### src/rtl/touch_event_filter.sv
// touch_event_filter
// Debounces the pen-down level from the touch controller, averages raw
// digitizer samples over fixed windows and turns them into PRESS / MOVE /
// RELEASE events presented over a single-slot valid/ready output.
//
// Build option: define TOUCH_FILTER_MOVE_EN to build the MOVE detection
// (per-window comparison against the last reported position). Without it
// only PRESS and RELEASE are produced and RELEASE reports the PRESS position.
//
// Ports:
//   clk        system clock
//   rst        synchronous, active-high reset
//   touch_in   pen-down level
//   sample_stb one-cycle pulse, x_in/y_in carry a new sample
//   x_in/y_in  raw 12-bit coordinates
//   evt_valid  event slot occupied
//   evt_ready  consumer accepts the event
//   evt_type   01 PRESS, 10 MOVE, 11 RELEASE
//   evt_x/y    averaged 12-bit coordinates
//   drop_cnt   saturating count of dropped events
module touch_event_filter #(
    parameter int unsigned DEBOUNCE_CYCLES = 50_000,
    parameter int unsigned AVG_LOG2        = 2,
    parameter int unsigned MOVE_THRESH     = 8
) (
    input  logic        clk,
    input  logic        rst,
    input  logic        touch_in,
    input  logic        sample_stb,
    input  logic [11:0] x_in,
    input  logic [11:0] y_in,
    output logic        evt_valid,
    input  logic        evt_ready,
    output logic [1:0]  evt_type,
    output logic [11:0] evt_x,
    output logic [11:0] evt_y,
    output logic [7:0]  drop_cnt
);

    localparam int unsigned COORD_W = 12;
    localparam int unsigned CNT_W   = $clog2(DEBOUNCE_CYCLES);
    localparam int unsigned ACC_W   = COORD_W + AVG_LOG2;
    localparam int unsigned SCNT_W  = AVG_LOG2;

    localparam logic [CNT_W-1:0] CNT_LAST    = CNT_W'(DEBOUNCE_CYCLES - 1);
    localparam logic [1:0]       EVT_PRESS   = 2'b01;
    localparam logic [1:0]       EVT_MOVE    = 2'b10;
    localparam logic [1:0]       EVT_RELEASE = 2'b11;
    localparam logic [7:0]       DROP_MAX    = 8'hFF;

    typedef enum logic [2:0] {
        S_IDLE,
        S_DEB_DN,
        S_ACCUM,
        S_DOWN,
        S_DEB_UP
    } state_t;

    state_t state, state_nxt;

    logic [CNT_W-1:0]   cnt;
    logic [ACC_W-1:0]   acc_x, acc_y;
    logic [SCNT_W-1:0]  scnt;
    logic [COORD_W-1:0] last_x, last_y;

    // Window arithmetic: sum including the current sample, truncating average
    logic [ACC_W-1:0]   sum_x_c, sum_y_c;
    logic [COORD_W-1:0] avg_x_c, avg_y_c;
    logic               win_done_c;
    logic               cnt_last_c;
    logic               move_hit_c;

    assign sum_x_c    = acc_x + ACC_W'(x_in);
    assign sum_y_c    = acc_y + ACC_W'(y_in);
    assign avg_x_c    = COORD_W'(sum_x_c >> AVG_LOG2);
    assign avg_y_c    = COORD_W'(sum_y_c >> AVG_LOG2);
    assign win_done_c = sample_stb && (&scnt);
    assign cnt_last_c = (cnt == CNT_LAST);

`ifdef TOUCH_FILTER_MOVE_EN
    // Per-axis |avg - last_pos| as 13-bit signed differences
    logic signed [COORD_W:0] dx_c, dy_c;
    logic        [COORD_W:0] adx_c, ady_c;

    assign dx_c  = $signed({1'b0, avg_x_c}) - $signed({1'b0, last_x});
    assign dy_c  = $signed({1'b0, avg_y_c}) - $signed({1'b0, last_y});
    assign adx_c = dx_c[COORD_W] ? (COORD_W+1)'(-dx_c) : (COORD_W+1)'(dx_c);
    assign ady_c = dy_c[COORD_W] ? (COORD_W+1)'(-dy_c) : (COORD_W+1)'(dy_c);
    assign move_hit_c = (adx_c >= (COORD_W+1)'(MOVE_THRESH)) ||
                        (ady_c >= (COORD_W+1)'(MOVE_THRESH));
`else
    assign move_hit_c = 1'b0;
`endif

    // Control strobes from the output decode
    logic               cnt_clr_c, cnt_inc_c;
    logic               acc_clr_c, acc_add_c;
    logic               pos_load_c;
    logic               emit_c;
    logic [1:0]         emit_type_c;
    logic [COORD_W-1:0] emit_x_c, emit_y_c;

    // State register
    always_ff @(posedge clk) begin
        if (rst) begin
            state <= S_IDLE;
        end else begin
            state <= state_nxt;
        end
    end

    // Next-state decode
    always_comb begin
        state_nxt = state;
        case (state)
            S_IDLE: begin
                if (touch_in) state_nxt = S_DEB_DN;
            end
            S_DEB_DN: begin
                if (!touch_in)       state_nxt = S_IDLE;
                else if (cnt_last_c) state_nxt = S_ACCUM;
            end
            S_ACCUM: begin
                // A completing strobe is honoured even if the pen lifts that cycle
                if (win_done_c)     state_nxt = S_DOWN;
                else if (!touch_in) state_nxt = S_IDLE;
            end
            S_DOWN: begin
                if (!touch_in) state_nxt = S_DEB_UP;
            end
            S_DEB_UP: begin
                if (touch_in)        state_nxt = S_DOWN;
                else if (cnt_last_c) state_nxt = S_IDLE;
            end
            default: state_nxt = S_IDLE;
        endcase
    end

    // Output / control decode
    always_comb begin
        cnt_clr_c   = 1'b0;
        cnt_inc_c   = 1'b0;
        acc_clr_c   = 1'b0;
        acc_add_c   = 1'b0;
        pos_load_c  = 1'b0;
        emit_c      = 1'b0;
        emit_type_c = 2'b00;
        emit_x_c    = '0;
        emit_y_c    = '0;
        case (state)
            S_IDLE: begin
                if (touch_in) cnt_clr_c = 1'b1;
            end
            S_DEB_DN: begin
                if (touch_in) begin
                    if (cnt_last_c) acc_clr_c = 1'b1;
                    else            cnt_inc_c = 1'b1;
                end
            end
            S_ACCUM: begin
                if (win_done_c) begin
                    emit_c      = 1'b1;
                    emit_type_c = EVT_PRESS;
                    emit_x_c    = avg_x_c;
                    emit_y_c    = avg_y_c;
                    pos_load_c  = 1'b1;
                    acc_clr_c   = 1'b1;
                end else begin
                    if (sample_stb) acc_add_c = 1'b1;
                    if (!touch_in)  acc_clr_c = 1'b1;
                end
            end
            S_DOWN: begin
                if (win_done_c) begin
                    acc_clr_c = 1'b1;
                    if (move_hit_c) begin
                        emit_c      = 1'b1;
                        emit_type_c = EVT_MOVE;
                        emit_x_c    = avg_x_c;
                        emit_y_c    = avg_y_c;
                        pos_load_c  = 1'b1;
                    end
                end else if (sample_stb) begin
                    acc_add_c = 1'b1;
                end
                // Pen lift discards any partial window
                if (!touch_in) begin
                    cnt_clr_c = 1'b1;
                    acc_clr_c = 1'b1;
                end
            end
            S_DEB_UP: begin
                if (touch_in) begin
                    acc_clr_c = 1'b1;
                end else if (cnt_last_c) begin
                    emit_c      = 1'b1;
                    emit_type_c = EVT_RELEASE;
                    emit_x_c    = last_x;
                    emit_y_c    = last_y;
                end else begin
                    cnt_inc_c = 1'b1;
                end
            end
            default: ;
        endcase
    end

    // Counters, accumulators and last reported position
    always_ff @(posedge clk) begin
        if (rst) begin
            cnt    <= '0;
            acc_x  <= '0;
            acc_y  <= '0;
            scnt   <= '0;
            last_x <= '0;
            last_y <= '0;
        end else begin
            if (cnt_clr_c)      cnt <= '0;
            else if (cnt_inc_c) cnt <= cnt + CNT_W'(1);

            if (acc_clr_c) begin
                acc_x <= '0;
                acc_y <= '0;
                scnt  <= '0;
            end else if (acc_add_c) begin
                acc_x <= sum_x_c;
                acc_y <= sum_y_c;
                scnt  <= scnt + SCNT_W'(1);
            end

            if (pos_load_c) begin
                last_x <= avg_x_c;
                last_y <= avg_y_c;
            end
        end
    end

    // Single-slot output with drop accounting
    always_ff @(posedge clk) begin
        if (rst) begin
            evt_valid <= 1'b0;
            evt_type  <= 2'b00;
            evt_x     <= '0;
            evt_y     <= '0;
            drop_cnt  <= '0;
        end else if (emit_c) begin
            if (!evt_valid || evt_ready) begin
                evt_valid <= 1'b1;
                evt_type  <= emit_type_c;
                evt_x     <= emit_x_c;
                evt_y     <= emit_y_c;
            end else begin
                // Slot blocked: either the held MOVE or the new event is lost
                if (drop_cnt != DROP_MAX) drop_cnt <= drop_cnt + 8'd1;
                if (emit_type_c != EVT_MOVE && evt_type == EVT_MOVE) begin
                    evt_type <= emit_type_c;
                    evt_x    <= emit_x_c;
                    evt_y    <= emit_y_c;
                end
            end
        end else if (evt_ready) begin
            evt_valid <= 1'b0;
        end
    end

endmodule

### config.mk
export PLATFORM = sky130hd
export DESIGN_NAME = touch_event_filter
export DESIGN_NICKNAME = d
export VERILOG_FILES = /design/src/rtl/touch_event_filter.sv
export SDC_FILE = /design/constraint.sdc
export NUM_CORES = 1
export LEC_CHECK = 0
export CORE_MARGIN = 2
export CORE_UTILIZATION = 35
export CTS_CLUSTER_SIZE = 16
export DETAILED_ROUTE_END_ITERATION = 10
export DONT_BUFFER_PORTS = 1
export PLACE_DENSITY = 0.55
export REMOVE_ABC_BUFFERS = 1
export SKIP_CTS_REPAIR_TIMING = 1
export SLEW_MARGIN = 5
export SYNTH_ARGS = -nofsm -noshare
export SYNTH_HDL_FRONTEND = slang
export SYNTH_SLANG_ARGS = --single-unit
### constraint.sdc
create_clock -name clk -period 3.55 [get_ports clk]
set_input_delay 0.8875 -clock clk [delete_from_list [all_inputs] [get_ports clk]]
set_output_delay 0.8875 -clock clk [all_outputs]
set_load 0.005 [all_outputs]
# Word-level counts from Yosys, hierarchy flattened
# Cells that the tools add are included.
# totals
register_bits,108
inputBits,29
output_inout_bits,35
# classes
add_sub_neg,5
n_eq_ne,14
mux,49
bitwise,1
reduce_logical,15
# ops
op,count
2-to-1 mux 12 bit,10
case mux 12 bit (2 select lines),2
adder 14 x 12 -> 14 bit,2
2-to-1 mux 3 bit,8
2-to-1 mux 1 bit,19
"adder 16 x 1 -> 16 bit, second input constant",1
"== test 16 bit, second input constant",1
case mux 3 bit (5 select lines),1
"!= test 3 bit, second input constant",3
"adder 8 x 1 -> 8 bit, second input constant",1
2-to-1 mux 2 bit,4
"!= test 8 bit, second input constant",1
"== test 3 x 2 -> 1 bit, second input constant",2
"!= test 2 bit, second input constant",3
case mux 1 bit (2 select lines),3
AND reduction 2 bit,3
OR reduction 2 bit,3
AND reduction 5 bit,1
case mux 1 bit (4 select lines),1
case mux 2 bit (2 select lines),1
nonzero test 2 bit,2
"== test 3 x 1 -> 1 bit, second input constant",1
"== test 3 bit, second input constant",1
zero test 3 bit,1
8 further kinds,9

# Logic depth before layout (Yosys ltp)
# logic_depth
word_depth,8
depth_mapped,9
mapped_depth_nobuf,9

# Worst setup path before layout
# OpenSTA, ideal clock, no wires.
# synth_timing
path_kind,in2reg
from,input x_in[0]
to,register last_x[10]
setup_ns,0.120
arrival_time_ns,2.630
required_ns,3.430
setup_slack_ns,0.800
stages,8
cell_sequence,ha_1 > fa_1 > a211oi_1 > o21ai_0 > a31oi_1 > o21a_1 > nor4_1 > a211o_1
# synth_via
elab_chain_cells,1
# synth_lines
element,line,source
start: declaration,30,"input logic [11:0] x_in,"
adder 14 x 12 -> 14 bit,73,assign sum_x_c = acc_x + ACC_W'(x_in);
end signal: assignment,232,last_x <= avg_x_c;
end: declaration,64,"logic [COORD_W-1:0] last_x, last_y;"
# Every way passes these cells.
# A chain may end at the register's enable or synchronous reset.

# Worst setup path in the final report
# layout_timing
from,register cnt[0]
to,register evt_x[9]
# layout_via
elab_chain_cells,8
word_cells_on_any_way,16
# layout_lines
element,line,source
start: declaration,61,logic [CNT_W-1:0] cnt;
start signal: assignment,219,else if (cnt_inc_c) cnt <= cnt + CNT_W'(1);
== test 16 bit *,78,assign cnt_last_c = (cnt == CNT_LAST);
2-to-1 mux 2 bit,195,end else if (cnt_last_c) begin
2-to-1 mux 2 bit,193,if (touch_in) begin
case mux 2 bit (2 select lines),150,case (state)
!= test 2 bit,255,if (emit_type_c != EVT_MOVE && evt_type == EVT_MOVE) begin
logical AND 1 bit,255,
nonzero test 2 bit (no line),-,
AND reduction 2 bit (no line),-,
end signal: assignment,250,evt_x <= emit_x_c;
end signal: assignment,257,evt_x <= emit_x_c;
end: declaration,35,"output logic [11:0] evt_x,"
# Mark *: on every way between the ends. The rest lies on a longest branch, timed or not. The select of a mux whose other input is x is not followed.

==> flow_metrics.py <==
metrics = {
    "run_status": {
        "outcome": "finished clean",
    },
    "die": {
        "die_area_sq_mm": 0.0173,
        "initial_core_util_pct": 35.8,
        "die_y_um": 131,
        "die_w_um": 131,
        "core_region_area_sq_mm": 0.0159,
        "ios": 64,
        "rows": 46,
    },
    "setup_path": {
        "crit_path_start_kind": "register",
        "r2r_start": "cnt[0]",
        "cp_data_required_time_ns": 3.81,
        "cpMaxStageDelayCell": "or3_1",
        "cp-end-kind": "register",
        "slowest_delay_ns": 0.52,
        "crit_family": "simple AND/OR/NAND/NOR gates",
        "critPathLaunch": "cnt[0]",
        "path_cells": "ha_1 > and4_1 > nand4_1 > buf_4 > or3_1 > a21oi_4 > buf_12 > nor2_1 > a311oi_1",
        "cp_num_buf_inv": 2,
        "crit_type": "register to register",
        "cp_max_fo": 15,
        "crit_arrival_ns": 2.94,
    },
    "routing": {
        "ant_nets": 0,
        "wl_per_cell_um": 15.7,
        "routed_wl_um": 14100,
        "drc": 0,
        "avgViaCountPerCell": 5.38,
        "first_iter_violations": 256,
        "via_count": 4830,
        "drtPass1Iterations": 4,
    },
    "sta": {
        "timing.slew.headroom_pct": 50.1,
        "setup_viol": 0,
        "hold_ws_ns": 0.453,
        "max_freq_ghz": 0.372,
        "tightest_slew_ns": 0.744,
        "rsz0062_at_grt": "false",
        "setup_tns_ns": 0,
        "fin_skew_ns": 0.00897,
        "min_period_over_period_pct": 75.6,
        "fin_ws_ns": 0.865,
        "maxSlewViolCount": 0,
        "hold_viol_final": 0,
        "period_minus_slack_ns": 2.68,
    },
    "cts": {
        "numCtsBuffers": 9,
        "cts_num_sinks": 108,
        "htree_levels": 3,
        "ctsRootBufferMaster": "clkbuf_16",
        "cts.clk_slew.worst_paths_ns": 0.07,
        "cts_tree": "built",
        "cts.path.max_buffers": 2,
        "insertion_delay_ns": 0.35,
    },
    "synth": {
        "yosysSeqAreaShare_pct": 38.0,
        "synth_cells": 697,
        "ys_ff_latch": 108,
        "synth_edf_count": 0,
        "synthDominantCellAreaShare_pct": 38.0,
        "synthFlopType": "dfxtp_1",
        "yosys_warnings": 0,
        "synth.cell_area_sq_mm": 0.00568,
        "synth.area.top_cells": "dfxtp_1, a21oi_1, nand2_1",
        "post-synth-top-count-cell": "dfxtp_1",
        "syn_area_per_cell_sq_um": 8.16,
        "synth.distinct_cells": 62,
        "synthTopCellsByCount": "dfxtp_1, nand2_1, a21oi_1",
        "synthArstFlopShare_pct": 0,
        "synth_top_area_cell": "dfxtp_1",
    },
    "finish": {
        "antenna_cells": 0,
        "syn2layout_area_growth_pct": 8.94,
        "nets": 736,
        "finalNonFillerCells": 898,
        "drive_gt1_share_pct": 5.72,
        "final_util_pct": 39.0,
        "num-fill-cells": 1632,
        "design_area_sq_mm": 0.00619,
    },
    "global_routing": {
        "antenna_found_initial": 0,
        "gr-total-overflow": 0,
        "grt_first_pass_wirelength_um": 22900,
        "grt_pass1_vias": 4450,
        "grt_max_degree": 77,
        "grtUsageTotal_pct": 16.3,
    },
    "placement": {
        "dp_worst_setup_slack_ns": 0.562,
        "placed_cells": 883,
        "post-dp-hpwl_um": 9790,
        "place.gp.congestion": 0.903,
        "place_area_sq_mm": 0.00589,
        "port_buffers": 0,
    },
    "power": {
        "internal-power_mw": 1.82,
        "p_switching_mw": 0.497,
        "irDropWorstVdd_v": 0.000195,
        "leakage_nw": 2.16,
        "p_clk_share_pct": 44.3,
        "p_comb_share_pct": 3.3,
        "p_per_area_mw_per_mm2": 374,
        "power_mw": 2.32,
        "p_seq_share_pct": 52.4,
        "swShare_pct": 21.4,
    },
    "worst_hold_path": {
        "hp-class": "register to register",
        "min_from": "last_x[8]",
    },
    "run": {
        "cap_violations": 0,
    },
}
[per-layer routing]
metal | track usage, % | vias to the layer above | wire, um | part of all wire (%)
li1 | - | 2473 | - | -
met1 | 21.4 | 2252 | 6540 | 46
met2 | 26.4 | 90 | 6620 | 47
met3 | 3.67 | 15 | 717 | 5.1
met4 | 5.74 | 0 | 226 | 1.6
met5 | 0 | - | 0 | 0
[worst min-delay path, stage by stage, from the launching register on]
cell and delay (ns):
dfxtp_1 0.31, nand2_1 0.05, a21oi_1 0.05
[power by group through the flow]
| stage | clock [mW] | sequential [mW] | combinational, mW |
|---|---|---|---|
| 5_1_grt | 1.10 | 1.21 | 0.0853 |
| 4_1_cts | 1.06 | 1.21 | 0.0760 |
| 2_1_floorplan | 0 | 1.24 | 0.0584 |
| 3_3_place_gp | 0 | 1.24 | 0.0739 |
| 6_report | 1.03 | 1.21 | 0.0760 |
| 3_5_place_dp | 0 | 1.24 | 0.0753 |
[sequential cells by signal, indices dropped and copies added (netlist names), 3 cells and up]
name      cells
acc_x        14
acc_y        14
cnt          16
drop_cnt      8
evt_x        12
evt_y        12
last_x       12
last_y       12
state         3
[path summary, 6_finish.rpt]
path,end,slack (ns),cells after the start
min reg2reg,last_x[8],0.45,2
max,evt_x[9],0.87,9
min,last_x[8],0.45,2
max reg2reg,evt_x[9],0.87,9
[kinds of logic after synthesis]
kind of cell / after synthesis / synth area share [%]
buf+inv: 48 / 3.52
flops: 108 / 38.0
compound gates: 191 / 21.7
simple gates: 281 / 23.8
xor+xnor: 34 / 5.24
mux: 6 / 1.06
fa+ha+maj: 29 / 6.65
[placed cells by master, fill, tap and decap left out, types with 3 or more instances in the layout]
cell type	n
clkbuf_16	9
or4_1	4
or3_1	10
nand4_1	12
a31oi_1	5
o21ai_0	29
xnor2_1	16
buf_4	8
nor4_1	3
nand3_1	21
nor3b_1	4
nand2b_1	7
dfxtp_1	108
a211o_1	3
a21o_1	13
mux2i_1	6
nor2b_1	5
a211oi_1	15
ha_1	27
nor3_1	13
inv_1	9
nand2_1	94
nor2_1	70
o22ai_1	5
and2_1	8
a21oi_1	77
o21a_1	4
or2_2	3
xor2_1	18
a32oi_1	3
nand3b_1	6
a311oi_1	13
and3_1	9
[area by class of cell]
| cell class | count | area [sq um] | share of cell area [%] |
|---|---|---|---|
| clock buffers | 11 | 253 | 4.08 |
| well taps | 216 | 270 | 4.36 |
| clock inverters | 4 | 48.8 | 0.788 |
| flip-flops and latches | 108 | 2160 | 34.9 |
| inverters | 9 | 33.8 | 0.546 |
| repair buffers | 9 | 80.1 | 1.29 |
| multi-input cells | 541 | 3340 | 54.0 |
Power figures use the tool's default switching activity.
